**config.mk**
```make
export PLATFORM = sky130hd
export DESIGN_NAME = tinker_fetch_unit
export DESIGN_NICKNAME = d
export VERILOG_FILES = /design/src/rtl/tinker_fetch_unit.sv
export SDC_FILE = /design/constraint.sdc
export NUM_CORES = 1
export LEC_CHECK = 0
export BUFFER_PORTS_ARGS = -buffer_cell sky130_fd_sc_hd__buf_2
export CORE_MARGIN = 4
export CORE_UTILIZATION = 46
export CTS_BUF_LIST = sky130_fd_sc_hd__clkbuf_8
export CTS_CLUSTER_SIZE = 30
export DETAILED_ROUTE_END_ITERATION = 16
export PLACE_DENSITY = 0.68
export SYNTH_ARGS = -nofsm -noshare
export SYNTH_HDL_FRONTEND = slang
export SYNTH_SLANG_ARGS = --single-unit
```
**constraint.sdc**
```tcl
create_clock -name clk -period 9.4 [get_ports clk]
set_clock_uncertainty 0.05 [all_clocks]
set_input_delay 0.94 -clock clk [delete_from_list [all_inputs] [get_ports clk]]
set_output_delay 0.94 -clock clk [all_outputs]
set_load 0.02 [all_outputs]
```
**src/rtl/tinker_fetch_unit.sv**
```systemverilog
// Tinker instruction fetch stage: owns the fetch PC and buffers fetched words with
// their PCs in a prefetch FIFO feeding decode over valid/ready; handles halt and redirect.
module tinker_fetch_unit #(
  parameter int unsigned DEPTH    = 4,
  parameter logic [63:0] RESET_PC = 64'h2000
) (
  input  logic                       clk,
  input  logic                       reset,
  input  logic                       redirect_valid,
  input  logic [63:0]                redirect_pc,
  output logic [63:0]                imem_addr,
  input  logic [31:0]                imem_rdata,
  input  logic                       imem_ready,
  output logic                       id_valid,
  output logic [63:0]                id_pc,
  output logic [31:0]                id_instr,
  input  logic                       id_ready,
  output logic                       fetch_stopped,
  output logic                       halted,
  output logic [$clog2(DEPTH):0]     occupancy
);

  localparam int unsigned PW = $clog2(DEPTH);
  localparam int unsigned CW = PW + 1;

  logic [63:0]   fetch_pc;
  logic [PW-1:0] wr_ptr;
  logic [PW-1:0] rd_ptr;
  logic [CW-1:0] count;
  logic [63:0]   slot_pc    [DEPTH];
  logic [31:0]   slot_instr [DEPTH];
  logic          stopped_q;
  logic          halted_q;
  logic          pop_c;
  logic          push_c;
  logic          not_empty_c;

  function automatic logic is_halt(input logic [31:0] w);
    return (w[31:27] == 5'h0f) && (w[3:0] == 4'h0);
  endfunction

  // Head presentation and handshake qualifiers
  always_comb begin
    not_empty_c = (count != '0);
    id_valid    = not_empty_c & ~redirect_valid;
    id_pc       = not_empty_c ? slot_pc[rd_ptr]    : 64'd0;
    id_instr    = not_empty_c ? slot_instr[rd_ptr] : 32'd0;
    pop_c       = id_valid & id_ready;
    push_c      = ~redirect_valid & ~stopped_q & imem_ready &
                  ((count < CW'(DEPTH)) | pop_c);
  end

  assign imem_addr     = fetch_pc;
  assign occupancy     = count;
  assign fetch_stopped = stopped_q;
  assign halted        = halted_q;

  always_ff @(posedge clk) begin
    if (reset) begin
      fetch_pc  <= RESET_PC;
      wr_ptr    <= '0;
      rd_ptr    <= '0;
      count     <= '0;
      stopped_q <= 1'b0;
      halted_q  <= 1'b0;
      for (int i = 0; i < int'(DEPTH); i++) begin
        slot_pc[i]    <= 64'd0;
        slot_instr[i] <= 32'd0;
      end
    end else if (redirect_valid) begin
      // Flush wins over any push or pop this cycle
      fetch_pc  <= redirect_pc;
      wr_ptr    <= '0;
      rd_ptr    <= '0;
      count     <= '0;
      stopped_q <= 1'b0;
      halted_q  <= 1'b0;
    end else begin
      if (push_c) begin
        slot_pc[wr_ptr]    <= fetch_pc;
        slot_instr[wr_ptr] <= imem_rdata;
        wr_ptr             <= wr_ptr + PW'(1);
        fetch_pc           <= fetch_pc + 64'd4;
        if (is_halt(imem_rdata)) stopped_q <= 1'b1;
      end
      if (pop_c) begin
        rd_ptr <= rd_ptr + PW'(1);
        if (is_halt(id_instr)) halted_q <= 1'b1;
      end
      if (push_c && !pop_c)      count <= count + CW'(1);
      else if (pop_c && !push_c) count <= count - CW'(1);
    end
  end

endmodule

```
==> flow_summary.json <==
{
  "r2r_start": "fetch_stopped",
  "cts_tree": "built",
  "hold_viol_final": 0,
  "wl_um": 61000,
  "postCtsSetupBuffers": 0,
  "r2r_cells": 6,
  "powerDensity_mw_per_mm2": 178,
  "tightest_slew_ns": 1.28,
  "cts_sinks": 459,
  "layout_common_cells": "384 x edfxtp_1, 266 x buf_2, 247 x nor2_1",
  "setup-violations-final": 0,
  "slew_viol_final": 0,
  "port_buffers": 266,
  "gp_congestion": 0.875,
  "ios": 267,
  "fin_util": 0.537,
  "ys_seq_area_frac": 0.615,
  "total_power_mw": 4.34,
  "synth_flop_cell": "edfxtp_1",
  "synthMuxAreaShare": 0.108,
  "cap_violations": 0,
  "layout-drive-gt1-share": 0.248,
  "synth-simple-area-share": 0.183,
  "worstSkewPairLatency_ns": 0.63,
  "slew_headroom": 0.142,
  "startpoint_type": "register",
  "syn_avg_cell_area_um2": 12.3,
  "synth_top_family_by_area": "simple AND/OR/NAND/NOR gates",
  "synthAdderAreaFrac": 0.00213,
  "rsz0062_at_grt": "false",
  "final_area_mm2": 0.0244,
  "fmax_mhz": 216,
  "cts_root_buffer": "clkbuf_8",
  "seqCellArea_mm2": 0.0130,
  "mappedNetlistArea_mm2": 0.0212,
  "synth_edf_count": 384,
  "synth-seq-cells": 459,
  "drt-wirelength-per-cell_um": 23.1,
  "nFillCells": 4011,
  "final_nets": 2080,
  "synth_xor_xnor_area_share": 0.00910,
  "core_mm2": 0.0455,
  "status": "finished, final reports clean",
  "ant_nets": 0,
  "whs_endpoint": "halted",
  "min_path_type": "register to register",
  "finalCriticalPeriod_ns": 4.63,
  "grt_pass1_wl_um": 92500,
  "syn_inst": 1727,
  "cellLeakagePower_nw": 9.82,
  "cp_data_required_time_ns": 8.41,
  "cp.arrival_ns": 3.64,
  "cts_resized": 0,
  "pre_cts_ws_ns": 4.87,
  "end_kind": "primary output",
  "avgViaCountPerCell": 5.73,
  "holdPathStages": 1,
  "die_area_mm2": 0.0495,
  "cts_max_path_buffers": 3,
  "die_w_um": 223,
  "track_usage": 0.241,
  "multi_input_area_mm2": 0.00733,
  "dr.first_iter.drc_count": 1733,
  "start_util": 0.466,
  "antenna_found_initial": 4,
  "cts.clk_slew.worst_paths_ns": 0.06,
  "hold_slack_ns": 0.447,
  "dr.pass1.iters": 6,
  "cts_made_buffers": 74,
  "synth_nets": 1831,
  "layout_setup_ws_ns": 4.77,
  "grt_overflow_total": 0,
  "cts_hold_buf": 0,
  "finalNonFillerCells": 2636,
  "dpl.cell_count": 2500,
  "num_rows": 78,
  "area_delta_synth_final_pct": 15.4,
  "final_common_cell": "edfxtp_1",
  "drc": 0,
  "ff2ff_setup_slack_ns": 5.94,
  "die_y_um": 223,
  "setup_tns_ns": 0,
  "async_flop_share": 0,
  "min_period_over_period": 0.493,
  "cts.htree.levels": 3,
  "synth-compound-area-share": 0.0409,
  "num_vias": 15095,
  "hold_start": "halted",
  "dp_hpwl_um": 37800,
  "path_max_fanout": 50,
  "critPathKind": "register to primary output",
  "synth.distinct_cells": 61,
  "yosys_warnings": 0,
  "ir_drop_uv": 75.4,
  "dpl_cell_area_mm2": 0.0231,
  "grt_pass1_vias": 15249,
  "grt_max_degree": 77,
  "rr_endpoint": "slot_pc[2][36]"
}
## logic make-up after synthesis
logic type / after synthesis
AO/OA/AOI/OAI: 122
adder cells (fa/ha/maj): 3
multiplexers: 107
buffers and inverters: 233
flip-flops: 459
XOR/XNOR: 22
AND/OR/NAND/NOR: 781
## sequential cells by signal (all words and copies together), names as in the netlist, named ones only
signal         cells
fetch_stopped      1
halted             1
imem_addr         64
occupancy          3
rd_ptr             2
slot_instr       128
slot_pc          256
wr_ptr             2
## worst max-delay path, stage by stage, from the launching register on
cell and delay (ns):
dfxtp_4 1.09, buf_4 0.91, mux4_2 0.62, nor2b_1 0.18
buf_2 0.21
## final cells by class
class	count	share of cell area
flip-flops and latches	459	0.534
multi-input cells	1035	0.300
clock buffers	83	0.0468
well taps	600	0.0307
clock inverters	50	0.00850
repair buffers	291	0.0622
diodes	3	0.000307
inverters	115	0.0177
## worst max path at each step
stage          startpoint                end  slack [ns]  depth (start not counted)
3_3_place_gp        reset     slot_pc[2][20]        4.91                          8
3_5_place_dp        reset  slot_instr[2][16]        4.87                          8
2_1_floorplan  imem_ready   slot_instr[2][0]        0.12                          5
6_report         register       id_instr[31]        4.77                          4
5_1_grt          register       id_instr[29]        4.39                          4
4_1_cts          register        id_instr[3]        4.56                          4
## routing by layer
layer	track usage	vias up	wire length, um
met1	0.326	7512	24200
met3	0.0521	120	5450
met4	0.0893	2	1880
met2	0.387	717	29400
li1	-	6744	-
met5	0	-	13
## cells in the mapped netlist (18+ instances only)
library cell,n,share of area
edfxtp_1,384,0.54
nor2_1,248,0.044
nand2_1,168,0.030
inv_1,114,0.020
nor2b_1,98,0.029
clkbuf_1,97,0.017
mux4_2,96,0.10
and2_1,91,0.027
dfxtp_1,75,0.071
nand3_1,37,0.0087
nand4_1,31,0.0092
nor3_1,24,0.0057
nor4_1,21,0.0062
a21oi_1,18,0.0043
a31oi_1,18,0.0053
## power by group
part / leakage (nW) / total (mW) / internal, mW / switching [mW]
combinational: 4.38 / 0.384 / 0.130 / 0.254
sequential: 4.61 / 2.37 / 2.30 / 0.0687
clock: 0.829 / 1.59 / 0.808 / 0.782
total: 9.82 / 4.34 / 3.24 / 1.10
Power figures use the tool's default switching activity.
